**config.mk**
```make
export PLATFORM = sky130hd
export DESIGN_NAME = fpu_issue_controller
export DESIGN_NICKNAME = d
export VERILOG_FILES = /design/src/rtl/fpu_issue_controller.sv
export SDC_FILE = /design/constraint.sdc
export NUM_CORES = 1
export LEC_CHECK = 0
export ABC_AREA = 1
export CAP_MARGIN = 20
export CORE_MARGIN = 2
export CORE_UTILIZATION = 45
export CTS_BUF_LIST = sky130_fd_sc_hd__clkbuf_8
export DETAILED_ROUTE_END_ITERATION = 7
export PLACE_DENSITY = 0.95
export SETUP_SLACK_MARGIN = 0.15
export SLEW_MARGIN = 15
export SYNTH_ARGS = -nofsm -noshare
export SYNTH_HDL_FRONTEND = slang
export SYNTH_SLANG_ARGS = --single-unit
export TNS_END_PERCENT = 30
```
**constraint.sdc**
```tcl
create_clock -name clk -period 2.85 [get_ports clk]
set_input_delay 0.57 -clock clk [delete_from_list [all_inputs] [get_ports clk]]
set_output_delay 0.57 -clock clk [all_outputs]
set_load 0.05 [all_outputs]
```
**src/rtl/fpu_issue_controller.sv**
```systemverilog
// rtl/fpu_issue_controller.sv - single-outstanding issue sequencer between the execute stage and the fixed-point unit
module fpu_issue_controller #(
    parameter int WIDTH     = 32,
    parameter int FBITS     = 10,
    parameter int TAG_WIDTH = 5,
    parameter int TIMEOUT   = 64
) (
    input  logic                 clk,
    input  logic                 reset,
    input  logic                 req_valid,
    output logic                 req_ready,
    input  logic [1:0]           req_operation,
    input  logic [WIDTH-1:0]     req_operand_1,
    input  logic [WIDTH-1:0]     req_operand_2,
    input  logic [TAG_WIDTH-1:0] req_tag,
    output logic [1:0]           fpu_operation,
    output logic [WIDTH-1:0]     fpu_operand_1,
    output logic [WIDTH-1:0]     fpu_operand_2,
    output logic                 fpu_clear,
    input  logic [WIDTH-1:0]     fpu_result,
    input  logic                 fpu_ready,
    output logic                 rsp_valid,
    input  logic                 rsp_ready,
    output logic [WIDTH-1:0]     rsp_result,
    output logic [TAG_WIDTH-1:0] rsp_tag,
    output logic                 rsp_error,
    output logic                 busy
);
    localparam int CW = $clog2(TIMEOUT + 1);
    localparam logic [1:0] OP_ADD  = 2'd0;
    localparam logic [1:0] OP_MUL  = 2'd2;
    localparam logic [1:0] OP_SQRT = 2'd3;
    localparam logic [CW-1:0] CNT_LAST = CW'(TIMEOUT - 1);

    if (FBITS >= WIDTH) begin : g_bad_fbits
        $error("FBITS must be smaller than WIDTH");
    end

    typedef enum logic [1:0] {IDLE, CLEAR, EXEC, DONE} state_t;

    state_t               state, state_next;
    logic [CW-1:0]        exec_cnt;
    logic [TAG_WIDTH-1:0] tag_q;
    logic                 accept, complete, expire;
    logic                 multi_req, multi_cur;

    assign multi_req = (req_operation == OP_MUL) || (req_operation == OP_SQRT);
    assign multi_cur = (fpu_operation == OP_MUL) || (fpu_operation == OP_SQRT);

    always_ff @(posedge clk) begin
        if (!reset) state <= IDLE;
        else        state <= state_next;
    end

    always_comb begin
        state_next = state;
        accept     = 1'b0;
        complete   = 1'b0;
        expire     = 1'b0;
        req_ready  = 1'b0;
        busy       = reset && (state != IDLE);
        fpu_clear  = !reset;
        case (state)
            IDLE: begin
                req_ready = reset;
                if (req_valid) begin
                    accept     = 1'b1;
                    state_next = multi_req ? CLEAR : EXEC;
                end
            end
            CLEAR: begin
                fpu_clear  = 1'b1;
                state_next = EXEC;
            end
            EXEC: begin
                // Sequenced ops still show the previous op's ready on their first EXEC cycle.
                if (fpu_ready && (!multi_cur || exec_cnt != '0)) begin
                    complete   = 1'b1;
                    state_next = DONE;
                end else if (exec_cnt == CNT_LAST) begin
                    expire     = 1'b1;
                    state_next = DONE;
                end
            end
            DONE: begin
                if (rsp_ready) state_next = IDLE;
            end
            default: state_next = IDLE;
        endcase
    end

    always_ff @(posedge clk) begin
        if (!reset) begin
            exec_cnt      <= '0;
            tag_q         <= '0;
            fpu_operation <= OP_ADD;
            fpu_operand_1 <= '0;
            fpu_operand_2 <= '0;
            rsp_valid     <= 1'b0;
            rsp_result    <= '0;
            rsp_tag       <= '0;
            rsp_error     <= 1'b0;
        end else begin
            if (accept) begin
                fpu_operation <= req_operation;
                fpu_operand_1 <= req_operand_1;
                fpu_operand_2 <= req_operand_2;
                tag_q         <= req_tag;
                exec_cnt      <= '0;
            end else if (state == EXEC) begin
                exec_cnt <= exec_cnt + 1'b1;
            end
            if (complete || expire) begin
                rsp_valid  <= 1'b1;
                rsp_result <= complete ? fpu_result : '0;
                rsp_error  <= expire;
                rsp_tag    <= tag_q;
            end else if (state == DONE && rsp_ready) begin
                rsp_valid <= 1'b0;
            end
        end
    end
endmodule
```
==> results of run 1 <==
==> kinds of logic after synthesis <==
family | after synthesis | share of synthesized area, %
AND/OR/NAND/NOR | 264 | 24.5
XOR/XNOR | 2 | 0.396
adder cells (fa/ha/maj) | 6 | 1.70
buffers and inverters | 61 | 5.86
flip-flops | 119 | 53.9
AO/OA/AOI/OAI | 120 | 13.7
==> tightest hold or removal path, delay by kind of cell <==
family / cells / cell delay, ns
and+or+nand+nor: 1 / 0.04
buffers and inverters: 1 / 0.16
AOI/OAI and AO/OA: 1 / 0.09
==> placed cells by master, fill, tap and decap left out <==
cell type,Yosys,routed
o21a_1,1,1
inv_2,5,5
clkinvlp_4,0,1
buf_2,15,1
nand2_2,2,3
dfxtp_1,119,119
nand2_1,54,53
clkdlybuf4s50_1,0,211
nand3_4,1,1
inv_1,19,22
ha_1,6,6
nand4_4,1,1
nand3_1,39,39
buf_12,0,4
xor2_1,2,2
clkinv_2,0,3
buf_4,3,5
bufinv_16,0,4
o21ai_0,80,80
clkinv_1,1,1
nor2_1,165,165
or2_2,2,2
o22ai_1,1,1
clkbuf_8,0,21
a21oi_1,38,38
==> registers in the layout, indices dropped and copies added (netlist names) <==
register	cells
fpu_operand_1	32
fpu_operand_2	32
rsp_result	32
exec_cnt	7
rsp_tag	5
tag_q	5
fpu_operation	2
state	2
rsp_error	1
rsp_valid	1
==> routing by layer <==
layer  up-vias  routed length (µm)
met2       192                6970
li1       2246                   -
met5         -                   0
met3        25                1250
met4         0                 250
met1      2148                4990
==> power by group through the flow <==
stage	registers, W	logic (W)	clock network (W)
6_report	0.00220	0.00300	0.00169
3_5_place_dp	0.00223	0.00299	0
5_1_grt	0.00224	0.00321	0.00179
3_3_place_gp	0.00221	0.00291	0
2_1_floorplan	0.00327	0.000885	0
4_1_cts	0.00220	0.00301	0.00171
==> per-stage QoR <==
stage	total power (W)	hold slack [ns]	worst slack, ns
finish	0.00689	0.476	0.611
global route	0.00724	0.452	0.391
CTS	0.00693	0.453	0.599
detailed placement	0.00522	0.472	0.478
global placement	0.00512	0.460	0.616
floorplan	0.00416	0.451	0.506
==> worst max-delay path by stage <==
stage	start	endpoint	cells past startpoint
after floorplan	reset	busy	4
after global placement	fpu_ready	rsp_result[20]	5
after detailed placement	fpu_ready	rsp_result[11]	5
after CTS	state[0]	rsp_result[11]	6
after global routing	state[0]	rsp_result[30]	6
final	state[0]	rsp_result[2]	6
==> area by class of cell <==
class / count / area (µm²)
inverter: 25 / 93.8
fill: 695 / 2540
sequential: 119 / 2380
timing repair buffer: 221 / 2230
multi-input combinational: 392 / 1780
clock buffer: 21 / 289
clock inverter: 11 / 154
tap: 133 / 166
==> results.sh, run 1 <==
export IMPL_status="finished, final reports clean"
export IMPL_ys_types=20
export IMPL_grt_pass1_wl_um=20500
export IMPL_finClkSkew_ns=0.0106
export IMPL_grt_start_max_net_pins=75
export IMPL_p_leak_nw=2.77
export IMPL_placed_area_um2=6660
export IMPL_cp_max_fo=35
export IMPL_p_seq_share_pct=32.0
export IMPL_synth_seq_cells=119
export IMPL_rr_endpoint="rsp_result[2]"
export IMPL_finalHoldViolCount=0
export IMPL_worstHoldStart="reset"
export IMPL_async_flop_share_pct=0
export IMPL_synth_common_cells="165 x nor2_1, 119 x dfxtp_1, 80 x o21ai_0, 54 x nand2_1, 39 x nand3_1"
export IMPL_r2r_slack_ns=0.61
export IMPL_cts_tree="built"
export IMPL_synth_top_cell_area_share_pct=53.9
export IMPL_dpl_cell_count=890
export IMPL_dp_hpwl_um=9570
export IMPL_clock_latency_ns=0.42
export IMPL_coreArea_um2=9640
export IMPL_arrival_ns=2.59
export IMPL_drive_above_1_share_pct=6.46
export IMPL_critPathMaxStageDelay_ns=0.53
export IMPL_finalCritPeriodShare_pct=78.6
export IMPL_port_buffers=215
export IMPL_gr_usage_met1_pct=26.1
export IMPL_routed_wl_um=13500
export IMPL_finalSetupViolations=0
export IMPL_grtUsageMet2_pct=44.5
export IMPL_row_count=36
export IMPL_pwr_share_clk_pct=24.5
export IMPL_clockBufferDepth=2
export IMPL_drt_initial_drc_count=119
export IMPL_worst_setup_path_end_kind="register"
export IMPL_clock_root_buffer="clkbuf_8"
export IMPL_cts_max_level=4
export IMPL_drt_antenna_violating_nets=0
export IMPL_switching_share_pct=41.3
export IMPL_slew_headroom_pct=59.3
export IMPL_yosys_area_top_type="dfxtp_1"
export IMPL_cp_required_ns=3.20
export IMPL_grt_overflow=0
export IMPL_avgSynthCellArea_um2=7.73
export IMPL_vias_per_cell=5.00
export IMPL_vdd_drop_max_mv=0.625
export IMPL_initial_utilization_pct=45.8
export IMPL_synth_fp_nets=686
export IMPL_fmaxAchievable_mhz=447
export IMPL_synthMostInstantiatedCell="nor2_1"
export IMPL_dr_pass1_iters=4
export IMPL_dieArea_um2=10600
export IMPL_critPathLaunchType="register"
export IMPL_synthCells=572
export IMPL_tightest_slew_ns=0.609
export IMPL_postLayoutCoreUtil_pct=73.7
export IMPL_p_per_area_nw_per_um2=971
export IMPL_wire_per_inst_um=14.6
export IMPL_clk_pin_slew_ns=0.07
export IMPL_synth_top_flop_cell="dfxtp_1"
export IMPL_path_cells="inv_1, ha_1, nand3_4, inv_2, nand2_1, a21oi_1"
export IMPL_die_h_um=103
export IMPL_synth_area_um2=4420
export IMPL_synth_area_leaders="dfxtp_1 54%, nor2_1 14%, o21ai_0 9.1%, nand2_1 4.6%, nand3_1 4.4%"
export IMPL_finalMaxSlewViolations=0
export IMPL_ctsResizeCount=0
export IMPL_path_class="register to register"
export IMPL_critPathBufInv=2
export IMPL_ys_warn_count=0
export IMPL_slowest_stage="inv_2"
export IMPL_nNetsFinal=890
export IMPL_combPwrFrac_pct=43.5
export IMPL_hold_path_endpoint="fpu_operand_2[3]"
export IMPL_vias=4611
export IMPL_yosysSeqAreaShare_pct=53.9
export IMPL_r2r_start="state[0]"
export IMPL_grt_use_total_pct=25.0
export IMPL_synth_edf_count=0
export IMPL_cts_setup_buffers=0
export IMPL_boundaryPins=216
export IMPL_gp_congestion=0.799
export IMPL_antenna_found_initial=0
export IMPL_drc=0
export IMPL_min_path_type="input pin to register"
export IMPL_final_area_um2=7100
export IMPL_clkSinkCount=119
export IMPL_tns_ns=0
export IMPL_cts_hold_buf=0
export IMPL_cts_buffers=17
export IMPL_power_internal_w=0.00405
export IMPL_ff2ff_path_depth=6
export IMPL_busiest_layer="met2"
export IMPL_grt_pass1_vias=4359
export IMPL_areaGrowthSynthToFinish_pct=60.7
export IMPL_period_needed_ns=2.24
export IMPL_layout_cells_non_filler=922
export IMPL_insertedDiodeCount=0
export IMPL_min_path_cells=3
export IMPL_maxCapViolations=0
export IMPL_met3_usage_pct=10.5
export IMPL_cp_top_family="buffers and inverters"
export IMPL_rsz0062_at_grt="false"
export IMPL_power_switching_w=0.00284
export IMPL_die_w_um=103
(Power assumes the default switching activity.)
==> inputs of run 2 (changes only) <==
--- a/config.mk
+++ b/config.mk
@@ -8,10 +8,10 @@
 export ABC_AREA = 1
 export CAP_MARGIN = 20
 export CORE_MARGIN = 2
-export CORE_UTILIZATION = 45
+export CORE_UTILIZATION = 42
 export CTS_BUF_LIST = sky130_fd_sc_hd__clkbuf_8
 export DETAILED_ROUTE_END_ITERATION = 7
-export PLACE_DENSITY = 0.95
+export PLACE_DENSITY = 0.93
 export SETUP_SLACK_MARGIN = 0.15
 export SLEW_MARGIN = 15
 export SYNTH_ARGS = -nofsm -noshare
==> constraint.sdc (replaced) <==
create_clock -name clk -period 2.2 [get_ports clk]
set_input_delay 0.44 -clock clk [delete_from_list [all_inputs] [get_ports clk]]
set_output_delay 0.44 -clock clk [all_outputs]
set_load 0.05 [all_outputs]
==> run 2 against run 1 <==
Net effect:
- clock skew decreased by 0.0011 ns
- flip-flop and latch count is the same
- cell area is 1.4% higher
- clock-buffer cell count down 2
- non-clock buffer count is 3 higher
- combinational power up 29%
- first-iteration DRC count increased by 82%
- largest cell class unchanged
- highest routed layer unchanged
==> results.sh, run 2 (same netlist as run 1, synthesis figures left out) <==
export IMPL_status="finished, final reports clean"
export IMPL_combPwrFrac_pct=43.4
export IMPL_p_seq_share_pct=31.8
export IMPL_drive_above_1_share_pct=7.45
export IMPL_finClkSkew_ns=0.00950
export IMPL_slowest_stage="clkdlybuf4s50_1"
export IMPL_cp_required_ns=1.76
export IMPL_critPathMaxStageDelay_ns=0.83
export IMPL_dr_pass1_iters=4
export IMPL_drt_initial_drc_count=216
export IMPL_slew_headroom_pct=56.9
export IMPL_routed_wl_um=12800
export IMPL_grt_use_total_pct=21.9
export IMPL_boundaryPins=216
export IMPL_top_regs="fpu_operand_1 (32), fpu_operand_2 (32), rsp_result (32)"
export IMPL_vias_per_cell=4.83
export IMPL_critPathBufInv=1
export IMPL_r2r_slack_ns=0.36
export IMPL_route_met2_wl_um=6230
export IMPL_grt_start_max_net_pins=80
export IMPL_cts_buffers=17
export IMPL_power_internal_w=0.00523
export IMPL_vdd_drop_max_mv=0.689
export IMPL_path_class="register to primary output"
export IMPL_die_w_um=107
export IMPL_drt_antenna_violating_nets=0
export IMPL_mostFrequentLayoutCell="clkdlybuf4s50_1"
export IMPL_pre_cts_slack_ns=0.319
export IMPL_maxCapViolations=0
export IMPL_period_needed_ns=2.01
export IMPL_clkSinkCount=119
export IMPL_switching_share_pct=41.5
export IMPL_final_cell_mix="187 x clkdlybuf4s50_1, 164 x nor2_1, 119 x dfxtp_1"
export IMPL_fillers=784
export IMPL_clock_latency_ns=0.41
export IMPL_initial_utilization_pct=43.0
export IMPL_wl_met1_um=5060
export IMPL_p_per_area_nw_per_um2=1240
export IMPL_fin_ws_ns=0.186
export IMPL_dieArea_um2=11400
export IMPL_finalHoldViolCount=0
export IMPL_routed_top_layer="met4"
export IMPL_grt_overflow=0
export IMPL_finalMaxSlewViolations=0
export IMPL_cp_max_fo=2
export IMPL_tightest_slew_ns=0.647
export IMPL_nNetsFinal=893
export IMPL_clk_pin_slew_ns=0.07
export IMPL_port_buffers=215
export IMPL_worst_setup_path_end_kind="primary output"
export IMPL_pwr_share_clk_pct=24.9
export IMPL_min_path_type="register to register"
export IMPL_antenna_found_initial=0
export IMPL_rsz0062_at_grt="true"
export IMPL_areaGrowthSynthToFinish_pct=63.0
export IMPL_insertedDiodeCount=0
export IMPL_die_h_um=107
export IMPL_row_count=37
export IMPL_cp_top_family="buffers and inverters"
export IMPL_finalSetupViolations=0
export IMPL_vias=4482
export IMPL_p_leak_nw=3.14
export IMPL_arrival_ns=1.57
export IMPL_tns_ns=0
export IMPL_clockBufferDepth=2
export IMPL_cts_tree="built"
export IMPL_path_cells="clkdlybuf4s50_1"
export IMPL_gp_congestion=0.757
export IMPL_power_switching_w=0.00372
export IMPL_grt_pass1_vias=4227
export IMPL_grt_pass1_wl_um=19900
export IMPL_finalCritPeriodShare_pct=91.5
export IMPL_drc=0
export IMPL_coreArea_um2=10300
export IMPL_clock_root_buffer="clkbuf_8"
export IMPL_dr_wl_met3_um=1280
export IMPL_wire_per_inst_um=13.8
export IMPL_critPathLaunchType="register"
export IMPL_fmaxAchievable_mhz=497
export IMPL_dp_hpwl_um=8920
export IMPL_cts_max_level=4
==> run 2: changes by cell type in the layout (fill, tap and decap cells not counted), moves of 2 or more <==
cell,before,now
buf_4,5,8
clkbuf_8,21,19
clkdlybuf4s50_1,211,187
clkinv_2,3,1
clkinv_4,0,4
dlygate4sd2_1,0,2
dlymetal6s2s_1,0,22
inv_1,22,19
inv_6,0,3
==> run 2: layout make-up <==
type	count	area, µm²	area share [%]
clock inverter	13	194	2.69
clock buffer	19	262	3.63
sequential	119	2380	33.1
multi-input combinational	392	1790	24.9
timing repair buffer	224	2310	32.1
tap	136	170	2.36
inverter	25	93.8	1.30
==> run 2: stage by stage <==
step / std cells / total power, W / hold WS [ns] / utilization [%] / cell area, µm²
3_5_place_dp: 896 / 0.00676 / 0.463 / 65.1 / 6690
3_3_place_gp: 896 / 0.00668 / 0.460 / 65.1 / 6690
5_1_grt: 928 / 0.00941 / 0.496 / 70.1 / 7200
6_report: 928 / 0.00894 / 0.473 / 70.1 / 7200
4_1_cts: 928 / 0.00901 / 0.474 / 69.5 / 7140
2_1_floorplan: 572 / 0.00539 / 0.451 / - / 4420
==> run 2: routing by layer <==
layer,vias to the layer above,GRT usage [%]
li1,2256,-
met1,2026,23.9
met2,183,37.9
met3,17,9.00
met4,0,8.53
met5,-,0
==> run 2: path summary, 6_finish.rpt <==
path                                           to              start  depth (start not counted)
worst max-delay path            fpu_operand_2[20]  fpu_operand_2[20]                          1
worst min-delay path                  exec_cnt[6]        exec_cnt[6]                          2
worst max register to register     rsp_result[19]           state[0]                          6
worst min register to register        exec_cnt[6]        exec_cnt[6]                          2
==> run 2: power by group through the flow <==
stage / clock [W] / sequential [W] / combinational, W
floorplan: 0 / 0.00424 / 0.00115
global placement: 0 / 0.00286 / 0.00382
detailed placement: 0 / 0.00289 / 0.00387
CTS: 0.00227 / 0.00284 / 0.00389
global route: 0.00238 / 0.00289 / 0.00413
finish: 0.00222 / 0.00284 / 0.00388
==> run 2: repair_timing <==
action / 4_1_cts / 5_1_grt
buffers inserted: 0 / 0
gates resized for setup: 3 / 23
setup endpoints to repair: 10 / 80
hold buffers: 0 / 0
==> inputs of run 3 (changes only) <==
--- a/config.mk
+++ b/config.mk
@@ -12,6 +12,7 @@
 export CTS_BUF_LIST = sky130_fd_sc_hd__clkbuf_8
 export DETAILED_ROUTE_END_ITERATION = 7
 export PLACE_DENSITY = 0.93
+export RECOVER_POWER = 50
 export SETUP_SLACK_MARGIN = 0.15
 export SLEW_MARGIN = 15
 export SYNTH_ARGS = -nofsm -noshare
==> run 3 against run 2 <==
Net effect:
- non-clock buffer count is the same
- critical path type unchanged
- power shrank 1.5%
- worst setup slack lost 0.0059 ns
- critical endpoint unchanged
- largest power group unchanged
- cell area shrank 3.3%
- largest cell class unchanged
==> results.sh, run 3 (same netlist as run 1, synthesis figures left out) <==
export IMPL_status="finished, final reports clean"
export IMPL_grt_pass1_vias=4227
export IMPL_insertedDiodeCount=0
export IMPL_cp_top_family="buffers and inverters"
export IMPL_port_buffers=215
export IMPL_grt_pass1_wl_um=19900
export IMPL_critPathLaunchType="register"
export IMPL_critPathMaxStageDelay_ns=0.83
export IMPL_multiInputGateArea_um2=1760
export IMPL_drt_antenna_violating_nets=0
export IMPL_drc=0
export IMPL_dpl_cell_count=896
export IMPL_pre_cts_slack_ns=0.319
export IMPL_clock_latency_ns=0.42
export IMPL_die_w_um=107
export IMPL_path_cells="clkdlybuf4s50_1"
export IMPL_finalMaxSlewViolations=0
export IMPL_antenna_found_initial=0
export IMPL_top_regs="fpu_operand_1 (32), fpu_operand_2 (32), rsp_result (32)"
export IMPL_slowest_stage="clkdlybuf4s50_1"
export IMPL_cts_buffers=17
export IMPL_layout_cells_non_filler=928
export IMPL_finalSetupViolations=0
export IMPL_dieArea_um2=11400
export IMPL_rsz0062_at_grt="true"
export IMPL_p_leak_nw=2.73
export IMPL_dr_pass1_iters=6
export IMPL_p_per_area_nw_per_um2=1270
export IMPL_critPathBufInv=1
export IMPL_die_h_um=107
export IMPL_min_path_type="register to register"
export IMPL_worst_setup_path_end_kind="primary output"
export IMPL_clock_root_buffer="clkbuf_8"
export IMPL_final_area_um2=6960
export IMPL_finalHoldViolCount=0
export IMPL_grt_overflow=0
export IMPL_fin_ws_ns=0.180
export IMPL_vias=4509
export IMPL_boundaryPins=216
export IMPL_finClkSkew_ns=0.00883
export IMPL_vias_per_cell=4.86
export IMPL_coreArea_um2=10300
export IMPL_final_cell_mix="187 x clkdlybuf4s50_1, 164 x nor2_1, 119 x dfxtp_1"
export IMPL_clk_pin_slew_ns=0.07
export IMPL_path_class="register to primary output"
export IMPL_tightest_slew_ns=0.660
export IMPL_wire_per_inst_um=13.9
export IMPL_cp_required_ns=1.76
export IMPL_vdd_drop_max_mv=0.693
export IMPL_cts_hold_buf=0
export IMPL_finalCritPeriodShare_pct=91.8
export IMPL_grt_start_max_net_pins=80
export IMPL_nNetsFinal=893
export IMPL_drive_above_1_share_pct=6.69
export IMPL_routed_wl_um=12900
export IMPL_mostFrequentLayoutCell="clkdlybuf4s50_1"
export IMPL_initial_utilization_pct=43.0
export IMPL_row_count=37
export IMPL_dp_hpwl_um=8920
export IMPL_gp_congestion=0.757
export IMPL_clockBufferDepth=2
export IMPL_fmaxAchievable_mhz=495
export IMPL_maxCapViolations=0
export IMPL_areaGrowthSynthToFinish_pct=57.6
export IMPL_slew_headroom_pct=56.0
export IMPL_drt_initial_drc_count=251
export IMPL_postLayoutCoreUtil_pct=67.8
export IMPL_placed_area_um2=6690
export IMPL_period_needed_ns=2.02
export IMPL_grt_use_total_pct=21.9
export IMPL_tns_ns=0
export IMPL_cp_max_fo=2
export IMPL_cts_max_level=4
export IMPL_fillers=831
export IMPL_regArea_um2=2380
export IMPL_clkSinkCount=119
export IMPL_cts_tree="built"
export IMPL_arrival_ns=1.58
==> run 3: cell count changes in the layout (fill, tap and decap cells not counted), sizes merged <==
cell / delta
clkbuf: +23
dlymetal6s2s: -22
buf: -1
==> run 3: final cells by class <==
type                    count  area share (%)
flip-flops and latches    119            34.2
repair buffers            224            30.2
multi-input cells         392            25.2
clock buffers              19            3.75
clock inverters            13            2.78
well taps                 136            2.44
inverters                  25            1.35
==> run 3: worst reg2reg max path: cells and delay by family (launching register included) <==
family	cells	cell delay [ns]
compound gates	1	0.23
fa+ha+maj	1	0.31
flops	1	0.40
simple gates	2	0.24
buf+inv	2	0.64
==> run 3: repair_timing <==
action,CTS,global route
setup buffers,0,0
setup endpoints to repair,10,80
gates resized for setup,3,23
==> run 3: report_power, final <==
part | leakage [nW] | switching [W] | internal (W)
combinational | 1.53 | 0.00256 | 0.00118
sequential | 0.977 | 0.000238 | 0.00260
clock | 0.227 | 0.000922 | 0.00131
==> run 3: final timing paths <==
check | startpoint | end | slack [ns] | depth (start not counted)
worst max-delay path | fpu_operand_2[20] | fpu_operand_2[20] | 0.18 | 1
worst min-delay path | exec_cnt[6] | exec_cnt[6] | 0.47 | 2
worst max register to register | state[0] | fpu_operand_1[22] | 0.31 | 6
worst min register to register | exec_cnt[6] | exec_cnt[6] | 0.47 | 2
==> run 3: per-stage QoR <==
| step | power [W] | hold slack [ns] |
|---|---|---|
| 2_1_floorplan | 0.00539 | 0.451 |
| 3_3_place_gp | 0.00668 | 0.460 |
| 3_5_place_dp | 0.00676 | 0.463 |
| 4_1_cts | 0.00901 | 0.474 |
| 5_1_grt | 0.00926 | 0.496 |
| 6_report | 0.00881 | 0.473 |
==> run 3: per-layer routing <==
metal | part of all wire (%) | global-route usage, % | vias up
li1 | - | - | 2256
met1 | 40 | 23.9 | 2036
met2 | 48 | 37.9 | 195
met3 | 10 | 9.00 | 22
met4 | 1.8 | 8.53 | 0
met5 | 0 | 0 | -
